## src/rtl/tsc_pkg.sv

```systemverilog
// Shared state encoding, serial framing constants and frame-length helper for tsc_param.
package tsc_pkg;

    localparam int unsigned STATE_W = 3;
    typedef logic [STATE_W-1:0] state_t;

    localparam logic [2:0] ST_IDLE  = 3'd0;
    localparam logic [2:0] ST_ARMED = 3'd1;
    localparam logic [2:0] ST_POST  = 3'd2;
    localparam logic [2:0] ST_DONE  = 3'd3;
    localparam logic [2:0] ST_SEND  = 3'd4;

    localparam logic START_BIT = 1'b0;
    localparam logic STOP_BIT  = 1'b1;

    // One start bit, data_w data bits, one stop bit.
    function automatic int unsigned frame_len(input int unsigned data_w);
        return data_w + 32'd2;
    endfunction

endpackage

```

## src/rtl/tsc_serialiser.sv

```systemverilog
// Emits one framed word (start, MSB-first data, stop) on sd per go pulse.
// frame_done_c is high during the stop bit, so a go in that cycle sends the next frame back-to-back.
module tsc_serialiser
    import tsc_pkg::*;
#(
    parameter int unsigned DATA_W = 8
) (
    input  logic              clk,
    input  logic              reset,
    input  logic              go,
    input  logic [DATA_W-1:0] word,
    output logic              sd,
    output logic              frame_done_c
);

    localparam int unsigned FRAME_LEN = frame_len(DATA_W);
    localparam int unsigned CNT_W     = $clog2(FRAME_LEN);

    logic [DATA_W-1:0] shift_q, shift_d;
    logic [CNT_W-1:0]  bit_cnt_q, bit_cnt_d;
    logic              busy_q, busy_d;
    logic              sd_q, sd_d;

    assign frame_done_c = busy_q && (bit_cnt_q == CNT_W'(FRAME_LEN - 1));
    assign sd           = sd_q;

    always_comb begin
        shift_d   = shift_q;
        bit_cnt_d = bit_cnt_q;
        busy_d    = busy_q;
        sd_d      = sd_q;
        if (go) begin
            shift_d   = word;
            bit_cnt_d = '0;
            busy_d    = 1'b1;
            sd_d      = START_BIT;
        end else if (busy_q) begin
            if (frame_done_c) begin
                busy_d    = 1'b0;
                bit_cnt_d = '0;
                sd_d      = STOP_BIT;
            end else begin
                bit_cnt_d = bit_cnt_q + CNT_W'(1);
                if (bit_cnt_q == CNT_W'(DATA_W)) begin
                    sd_d = STOP_BIT;
                end else begin
                    sd_d    = shift_q[DATA_W-1];
                    shift_d = shift_q << 1;
                end
            end
        end
    end

    always_ff @(posedge clk or posedge reset) begin
        if (reset) begin
            shift_q   <= '0;
            bit_cnt_q <= '0;
            busy_q    <= 1'b0;
            sd_q      <= STOP_BIT;
        end else begin
            shift_q   <= shift_d;
            bit_cnt_q <= bit_cnt_d;
            busy_q    <= busy_d;
            sd_q      <= sd_d;
        end
    end

endmodule

```

## src/rtl/tsc_param.sv

```systemverilog
// Transient-capture engine: ring-buffers ADC samples, triggers on a threshold crossing, streams the buffer serially.
// Define TSC_CHECKSUM_EN to append an XOR checksum frame after the data frames.
module tsc_param
    import tsc_pkg::*;
#(
    parameter int unsigned DATA_W       = 8,
    parameter int unsigned DEPTH        = 32,
    parameter int unsigned POST_SAMPLES = 16,
    parameter int unsigned TS_W         = 32
) (
    input  logic              clk,
    input  logic              reset,
    input  logic              start,
    input  logic              sbf,
    input  logic [DATA_W-1:0] trig_level,
    input  logic              trig_pol,
    input  logic              rdy,
    input  logic [DATA_W-1:0] dat,
    output logic              req,
    output logic              rst,
    output logic              trd,
    output logic [TS_W-1:0]   cd,
    output logic              sd,
    output logic              send_done
);

    localparam int unsigned PTR_W = $clog2(DEPTH);
    localparam int unsigned CNT_W = PTR_W + 1;
    localparam int unsigned PC_W  = $clog2(POST_SAMPLES) + 1;

    state_t            state_q, state_d;
    logic              req_q, req_d;
    logic              rst_q, rst_d;
    logic              trd_q, trd_d;
    logic              send_done_q, send_done_d;
    logic [TS_W-1:0]   timer_q, timer_d;
    logic [TS_W-1:0]   cd_q, cd_d;
    logic [PTR_W-1:0]  wr_ptr_q, wr_ptr_d;
    logic [PTR_W-1:0]  rd_ptr_q, rd_ptr_d;
    logic [CNT_W-1:0]  count_q, count_d;
    logic [CNT_W-1:0]  frames_left_q, frames_left_d;
    logic [PC_W-1:0]   post_cnt_q, post_cnt_d;
    logic [DATA_W-1:0] mem_q [DEPTH];

    logic              accept_c, trig_hit_c, wr_en_c, go_c, frame_done_c;
    logic [DATA_W-1:0] tx_word_c;
    logic [PTR_W-1:0]  oldest_c;

`ifdef TSC_CHECKSUM_EN
    logic [DATA_W-1:0] csum_q, csum_d;
    logic              csum_sent_q, csum_sent_d;
`endif

    assign accept_c   = req_q && rdy;
    assign trig_hit_c = trig_pol ? (dat < trig_level) : (dat > trig_level);
    // A full buffer has count[PTR_W-1:0]==0, making the oldest entry wr_ptr itself.
    assign oldest_c   = wr_ptr_q - count_q[PTR_W-1:0];

    always_comb begin
        state_d       = state_q;
        req_d         = 1'b0;
        rst_d         = 1'b0;
        trd_d         = trd_q;
        send_done_d   = 1'b0;
        timer_d       = timer_q;
        cd_d          = cd_q;
        wr_ptr_d      = wr_ptr_q;
        rd_ptr_d      = rd_ptr_q;
        count_d       = count_q;
        frames_left_d = frames_left_q;
        post_cnt_d    = post_cnt_q;
        wr_en_c       = 1'b0;
        go_c          = 1'b0;
        tx_word_c     = mem_q[rd_ptr_q];
`ifdef TSC_CHECKSUM_EN
        csum_d        = csum_q;
        csum_sent_d   = csum_sent_q;
`endif

        if ((state_q == ST_ARMED) || (state_q == ST_POST)) begin
            timer_d = timer_q + TS_W'(1);
        end

        if (accept_c) begin
            wr_en_c  = 1'b1;
            wr_ptr_d = wr_ptr_q + PTR_W'(1);
            if (count_q != CNT_W'(DEPTH)) begin
                count_d = count_q + CNT_W'(1);
            end
        end

        case (state_q)
            ST_IDLE: begin
                if (start) begin
                    state_d  = ST_ARMED;
                    timer_d  = '0;
                    wr_ptr_d = '0;
                    count_d  = '0;
                    trd_d    = 1'b0;
                    rst_d    = 1'b1;
                end
            end
            ST_ARMED: begin
                if (accept_c && trig_hit_c) begin
                    cd_d       = timer_q;
                    post_cnt_d = '0;
                    state_d    = ST_POST;
                end
            end
            ST_POST: begin
                if (accept_c) begin
                    post_cnt_d = post_cnt_q + PC_W'(1);
                    if (post_cnt_q == PC_W'(POST_SAMPLES - 1)) begin
                        state_d = ST_DONE;
                        trd_d   = 1'b1;
                    end
                end
            end
            ST_DONE: begin
                if (sbf) begin
                    state_d       = ST_SEND;
                    go_c          = 1'b1;
                    tx_word_c     = mem_q[oldest_c];
                    rd_ptr_d      = oldest_c + PTR_W'(1);
                    frames_left_d = count_q - CNT_W'(1);
`ifdef TSC_CHECKSUM_EN
                    csum_d        = mem_q[oldest_c];
                    csum_sent_d   = 1'b0;
`endif
                end
            end
            ST_SEND: begin
                // frames_left counts frames still to start after the one on the line.
                if (frame_done_c) begin
                    if (frames_left_q != '0) begin
                        go_c          = 1'b1;
                        tx_word_c     = mem_q[rd_ptr_q];
                        rd_ptr_d      = rd_ptr_q + PTR_W'(1);
                        frames_left_d = frames_left_q - CNT_W'(1);
`ifdef TSC_CHECKSUM_EN
                        csum_d        = csum_q ^ mem_q[rd_ptr_q];
`endif
                    end
`ifdef TSC_CHECKSUM_EN
                    else if (!csum_sent_q) begin
                        go_c        = 1'b1;
                        tx_word_c   = csum_q;
                        csum_sent_d = 1'b1;
                    end
`endif
                    else begin
                        state_d     = ST_IDLE;
                        send_done_d = 1'b1;
                        trd_d       = 1'b0;
                    end
                end
            end
            default: state_d = ST_IDLE;
        endcase

        req_d = (state_d == ST_ARMED) || (state_d == ST_POST);
    end

    always_ff @(posedge clk or posedge reset) begin
        if (reset) begin
            state_q       <= ST_IDLE;
            req_q         <= 1'b0;
            rst_q         <= 1'b1;
            trd_q         <= 1'b0;
            send_done_q   <= 1'b0;
            timer_q       <= '0;
            cd_q          <= '0;
            wr_ptr_q      <= '0;
            rd_ptr_q      <= '0;
            count_q       <= '0;
            frames_left_q <= '0;
            post_cnt_q    <= '0;
`ifdef TSC_CHECKSUM_EN
            csum_q        <= '0;
            csum_sent_q   <= 1'b0;
`endif
        end else begin
            state_q       <= state_d;
            req_q         <= req_d;
            rst_q         <= rst_d;
            trd_q         <= trd_d;
            send_done_q   <= send_done_d;
            timer_q       <= timer_d;
            cd_q          <= cd_d;
            wr_ptr_q      <= wr_ptr_d;
            rd_ptr_q      <= rd_ptr_d;
            count_q       <= count_d;
            frames_left_q <= frames_left_d;
            post_cnt_q    <= post_cnt_d;
`ifdef TSC_CHECKSUM_EN
            csum_q        <= csum_d;
            csum_sent_q   <= csum_sent_d;
`endif
        end
    end

    // Sample storage survives reset.
    always_ff @(posedge clk) begin
        if (wr_en_c) begin
            mem_q[wr_ptr_q] <= dat;
        end
    end

    tsc_serialiser #(
        .DATA_W(DATA_W)
    ) u_ser (
        .clk         (clk),
        .reset       (reset),
        .go          (go_c),
        .word        (tx_word_c),
        .sd          (sd),
        .frame_done_c(frame_done_c)
    );

    assign req       = req_q;
    assign rst       = rst_q;
    assign trd       = trd_q;
    assign cd        = cd_q;
    assign send_done = send_done_q;

endmodule

```

## config.mk

```make
export PLATFORM = sky130hd
export DESIGN_NAME = tsc_param
export DESIGN_NICKNAME = d
export VERILOG_FILES = /design/src/rtl/tsc_pkg.sv /design/src/rtl/tsc_serialiser.sv /design/src/rtl/tsc_param.sv
export SDC_FILE = /design/constraint.sdc
export NUM_CORES = 1
export LEC_CHECK = 0
export ABC_AREA = 1
export CORE_MARGIN = 1.5
export CORE_UTILIZATION = 47
export CTS_CLUSTER_SIZE = 8
export DETAILED_ROUTE_END_ITERATION = 6
export GPL_TIMING_DRIVEN = 1
export PLACE_DENSITY = 0.71
export SYNTH_ARGS = -nofsm -noshare
export SYNTH_HDL_FRONTEND = slang
export SYNTH_SLANG_ARGS = --single-unit
```

## constraint.sdc

```tcl
create_clock -name clk -period 4 [get_ports clk]
set_clock_uncertainty 0.1 [all_clocks]
set_input_delay 0.6 -clock clk [delete_from_list [all_inputs] [get_ports clk]]
set_output_delay 0.6 -clock clk [all_outputs]
set_load 0.05 [all_outputs]
```

# After elaboration in Yosys (flattened, before gate mapping)

Memory sizes are Yosys's and may differ from the RTL's.
Index checks and enable logic that the tools add are counted.

Add/subtract/negate cells: 10
$lt $le $gt $ge: 2
Eq/ne operators: 20
Multiplexer cells: 64
Reductions and logical operators: 16

Operators by type and width:

| operator                                                               | number |
|---|---|
| 32-bit 2-to-1 mux                                                      | 3 |
| 8-bit 2-to-1 mux                                                       | 6 |
| 6-bit 2-to-1 mux                                                       | 7 |
| 5-bit 2-to-1 mux                                                       | 8 |
| 32-bit by 1-bit adder with 32-bit output (second input constant)       | 1 |
| 1-bit 2-to-1 mux                                                       | 24 |
| 3-bit 2-to-1 mux                                                       | 7 |
| 5-bit by 1-bit adder with 5-bit output (second input constant)         | 4 |
| 5-bit one-hot mux with 2 select lines                                  | 2 |
| 2-bit inequality test (second input constant)                          | 8 |
| 3-bit one-hot mux with 5 select lines                                  | 1 |
| 4-bit 2-to-1 mux                                                       | 3 |
| 6-bit one-hot mux with 2 select lines                                  | 1 |
| 6-bit by 1-bit subtractor with 6-bit output (second input constant)    | 2 |
| 3-bit by 2-bit equality test with 1-bit output (second input constant) | 3 |
| 4-bit equality test (second input constant)                            | 2 |
| 8-bit greater-than comparator                                          | 1 |
| 8-bit less-than comparator                                             | 1 |
| 6-bit by 1-bit adder with 6-bit output (second input constant)         | 1 |
| 3-bit by 1-bit equality test with 1-bit output (second input constant) | 2 |
| 6-bit inequality test (second input constant)                          | 1 |
| 3-bit AND reduction                                                    | 2 |
| 6-bit AND reduction                                                    | 1 |
| 2-bit nonzero test                                                     | 3 |
| other kinds (14)                                                       | 18 |

Register bits after elaboration: 112
RAM bits: 256
Output and inout port bits: 37
Logic and storage cells: 129
Memories: 1

Memories:

| memory | words | bits a word | rd ports | clocked after Yosys merged registers in | write ports | line            | source |
|---|---|---|---|---|---|---|---|
| mem_q  | 32    | 8           | 2        | 0                                       | 1           | tsc_param.sv:43 | `logic [DATA_W-1:0] mem_q [DEPTH];` |

# Logic depth before layout (Yosys ltp)

Word-level depth: 7
Depth in mapped cells: 16
Gate-level depth less buffers: 15

# Modules after synthesis

Synthesis repeated with hierarchy kept, for this count alone.

Cell total of the unflattened synthesis: 2182
Area total of the unflattened synthesis: 19124.6 sq um

By module, submodules not included:

| module         | times used | cells an instance | area an instance (sq um) | sequential area each (sq um) |
|---|---|---|---|---|
| tsc_param      | 1          | 2082              | 18326.3                  | 10141.0 |
| tsc_serialiser | 1          | 100               | 798.3                    | 351.6 |

# Least setup slack after synthesis

Ideal clock, no wire load.

Path type: register to register
Start: register wr_ptr_q[0]
End: register rd_ptr_q[4]
Library setup time: 120 ps
Data arrival time: 2341 ps
Setup slack: 1439 ps
Stages on the path, launching flop included: 15
Buffers on the path: 2
Period minus slack after synthesis: 2561 ps
Cell sequence: dfrtp_1 inv_1 ha_1 inv_1 fa_1 buf_2 clkbuf_1 nand2_1 o21ai_1 ha_1 nand3_1 nand2_1 inv_1 o21ai_1 nand2_1

Word-level cells in the longest chain between the ends: 4

RTL lines:

| item                                   | line             | source |
|---|---|---|
| from (decl)                            | tsc_param.sv:38  | `logic [PTR_W-1:0] wr_ptr_q, wr_ptr_d;` |
| from (signal assigned)                 | tsc_param.sv:190 | `wr_ptr_q <= wr_ptr_d;` |
| 5-bit subtractor                       | tsc_param.sv:57  | `assign oldest_c = wr_ptr_q - count_q[PTR_W-1:0];` |
| 5-bit by 1-bit adder with 5-bit output | tsc_param.sv:124 | `rd_ptr_d = oldest_c + PTR_W'(1);` |
| 5-bit 2-to-1 mux                       | tsc_param.sv:120 | `if (sbf) begin` |
| 5-bit one-hot mux with 2 select lines  | tsc_param.sv:92  | `case (state_q)` |
| to (signal assigned)                   | tsc_param.sv:191 | `rd_ptr_q <= rd_ptr_d;` |
| to (decl)                              | tsc_param.sv:39  | `logic [PTR_W-1:0] rd_ptr_q, rd_ptr_d;` |

No other way between the ends. The select of a mux whose other input is x is not followed.
A chain may end at the register's enable or synchronous reset.

# Final worst setup path

Start: register wr_ptr_q[0]
End: register u_ser.shift_q[7]

Word-level cells in the longest chain between the ends: 5

RTL lines:

| item                 | line                 | source |
|---|---|---|
| 5-bit subtractor     | tsc_param.sv:57      |  |
| memory 32 x 8 bit    | -                    |  |
| 8-bit 2-to-1 mux     | tsc_param.sv:120     |  |
| 8-bit 2-to-1 mux     | -                    |  |
| 8-bit 2-to-1 mux     | tsc_serialiser.sv:32 | `if (go) begin` |
| to (signal assigned) | tsc_serialiser.sv:61 | `shift_q <= shift_d;` |
| to (decl)            | tsc_serialiser.sv:19 | `logic [DATA_W-1:0] shift_q, shift_d;` |

No other way between the ends.

==> results_dict.tcl <==
set metrics [dict create \
    synth_seq_area_share_pct 54.53 \
    finalPower_mw 19.76 \
    seq_area_mm2 0.01050 \
    synth_nets 2308 \
    cp.required_ns 4.42 \
    fin_area_mm2 0.02192 \
    dieHeight_um 205.3 \
    final_max_slew_viol_count 0 \
    via_per_inst 5.698 \
    n_antenna_cell 0 \
    grt.met2_usage_pct 42.75 \
    p_int_mw 10.05 \
    grt_max_degree 170 \
    drt_iter0_markers 1902 \
    hold_violations 0 \
    ctsResizeCount 0 \
    synthCells 2259 \
    power.share.clock_pct 20.2 \
    p_leak_nw 9.195 \
    n_fill_cell 3579 \
    layout_worst_path_cycle_share_pct 76.01 \
    die_area_mm2 0.04216 \
    yosys.area.top_type "edfxtp_1" \
    combPwrFrac_pct 55.5 \
    synth.cell_area_mm2 0.01924 \
    p_switching_mw 9.714 \
    startpoint_type "flip-flop" \
    nNetsFinal 2356 \
    dpl_cell_area_mm2 0.02047 \
    layout-drive-gt1-share_pct 6.536 \
    rrSetupSlack_ns 0.96 \
    ctsHoldBuffers 0 \
    post_cts_buffers 0 \
    clkLatencyLatePin_ns 0.59 \
    rows 73 \
    synth_seq_cells 368 \
    layout_commonest_cell "nand2_1" \
    multi_input_area_mm2 0.007322 \
    worstPathArrival_ns 3.46 \
    powerDensity_mw_per_mm2 901.8 \
    antenna_found_initial 0 \
    finalWeightedCongestion 0.9297 \
    hold-worst-slack_ns 0.3803 \
    htree_levels 2 \
    postSynthAreaPerCell_um2 8.518 \
    worstMarginPinSlew_ns 0.8934 \
    most-common-layout-cells "nand2_1 (647), nand3_1 (280), edfxtp_1 (256), inv_1 (228), o21ai_0 (172)" \
    period_needed_ns 3.040 \
    synthTopCellsByArea "edfxtp_1 (40%), dfrtp_1 (14%), nand2_1 (13%)" \
    grt_pass1_wl_um 86510 \
    cts_tree "done" \
    worst_hold_path_type "reg -> reg" \
    relSlewSlack_pct 40.43 \
    synth_top_area_share_pct 39.95 \
    critPathCaptureType "flip-flop" \
    peakVddDrop_mv 1.172 \
    ctsLongestPathBuffers 3 \
    drcViolationCount 0 \
    synth-warning-count 0 \
    ant_nets 0 \
    cts_buffers 51 \
    finalWirelength_um 54820 \
    fin_setup_tns_ns 0 \
    hpwl_um 34330 \
    max_freq_ghz 0.3289 \
    grtUsageMet3_pct 5.179 \
    num_vias 16330 \
    worstPathMaxFanout 32 \
    chipWidth_um 205.3 \
    overflow 0 \
    clock-sinks 368 \
    wire_per_inst_um 19.13 \
    first_global_vias 16210 \
    finish.utilization_pct 54.66 \
    drtPass1Iterations 6 \
    p_sw_share_pct 49.15 \
    coreArea_mm2 0.04010 \
    path_class "reg -> reg" \
    finalSetupViolations 0 \
    portBuffers 58 \
    path_clk_slew_ns 0.05 \
    yosysUniqueCellTypes 47 \
    sequentialPowerShare_pct 24.3 \
    grtUsageMet1_pct 35.14 \
    clock-root-buffer "clkbuf_16" \
    start_util_pct 47.99 \
    io_pins 59 \
    top_usage_layer "met2" \
    max_cap_violations 0 \
    track_usage_pct 26.57 \
    outcome "completed" \
    rsz0062_at_grt "no" \
    syn_to_final_growth_pct 13.90 \
]
-- area by class of cell --
class	instances	share of cell area, %
clock buffers	85	6.503
clock inverters	2	0.1142
inverters	237	4.076
multi-input cells	1534	33.41
flip-flops and latches	368	47.90
well taps	525	2.997
repair buffers	115	5.001
-- final timing paths --
| path | startpoint | depth (start not counted) | to |
|---|---|---|---|
| max reg2reg | wr_ptr_q[0] | 14 | u_ser.shift_q[7] |
| min in group asynchronous | reset | 2 | send_done |
| max in group asynchronous | reset | 3 | rst |
| min | cd[30] | 2 | cd[30] |
| min reg2reg | cd[30] | 2 | cd[30] |
| max | wr_ptr_q[0] | 14 | u_ser.shift_q[7] |
-- cells in the mapped netlist (all sizes together) --
cell     instances
nand2          657
nand3          283
edfxtp         256
inv            235
o21ai          185
nor2           136
dfrtp          110
a21oi           95
buf             79
o211ai          73
clkbuf          41
ha              26
nor3            24
nand4           11
xor2             7
a211oi           5
nor4             5
or2              5
nor3b            3
and2             2
and3             2
clkinv           2
dfstp            2
nand3b           2
o21bai           2
o31ai            2
xnor2            2
a2111oi          1
a31oi            1
fa               1
o21a             1
o221ai           1
o22ai            1
or3              1
-- critical path: stages (launching register included) --
cell and delay [ns]:
dfrtp_1 0.41, inv_1 0.18, ha_4 0.15, inv_1 0.05
fa_2 0.37, xnor2_2 0.16, inv_2 0.62, nand2_1 0.20
nand2_1 0.17, nand2_1 0.07, nand3_1 0.15, nand3_1 0.09
nand3_1 0.13, nand2_1 0.07, inv_1 0.05
-- kinds of logic after synthesis --
family | count (synthesis) | synth area share (%)
AO/OA/AOI/OAI | 367 | 10.70
XOR/XNOR | 9 | 0.4487
adder cells (fa/ha/maj) | 27 | 1.795
buffers and inverters | 357 | 7.523
flip-flops | 368 | 54.53
AND/OR/NAND/NOR | 1131 | 25.01
-- sequential cells by signal, summed over array words and instances, names as in the netlist --
register / flops
rst: 1
send_done: 1
u_ser.busy_q: 1
frames_left_q: 6
u_ser.sd: 1
u_ser.bit_cnt_q: 4
state_q: 3
wr_ptr_q: 5
trd: 1
count_q: 6
req: 1
cd: 32
mem_q: 256
timer_q: 32
rd_ptr_q: 5
u_ser.shift_q: 8
post_cnt_q: 5
-- per-layer routing --
layer  wire length [um]  up-vias
met5                  0        -
li1                   -     7686
met2              25730      824
met3               5158      137
met1              22040     7684
met4               1896        0
-- power by group through the flow --
stage,clock [mW],sequential (mW),combinational (mW)
detailed placement,0,4.86,10.6
global route,4.19,4.84,12.0
CTS,4.03,4.80,10.7
floorplan,0,5.00,7.20
global placement,0,4.86,10.5
finish,3.99,4.81,11.0
-- stage by stage --
step / setup WS (ns) / instances
3_3_place_gp: 0.8002 / 2779
4_1_cts: 1.044 / 2866
5_1_grt: 0.7054 / 2866
3_5_place_dp: 0.7464 / 2779
6_report: 0.9595 / 2866
2_1_floorplan: 0.3443 / 2259
No activity file was read; power rests on OpenSTA's default activity.
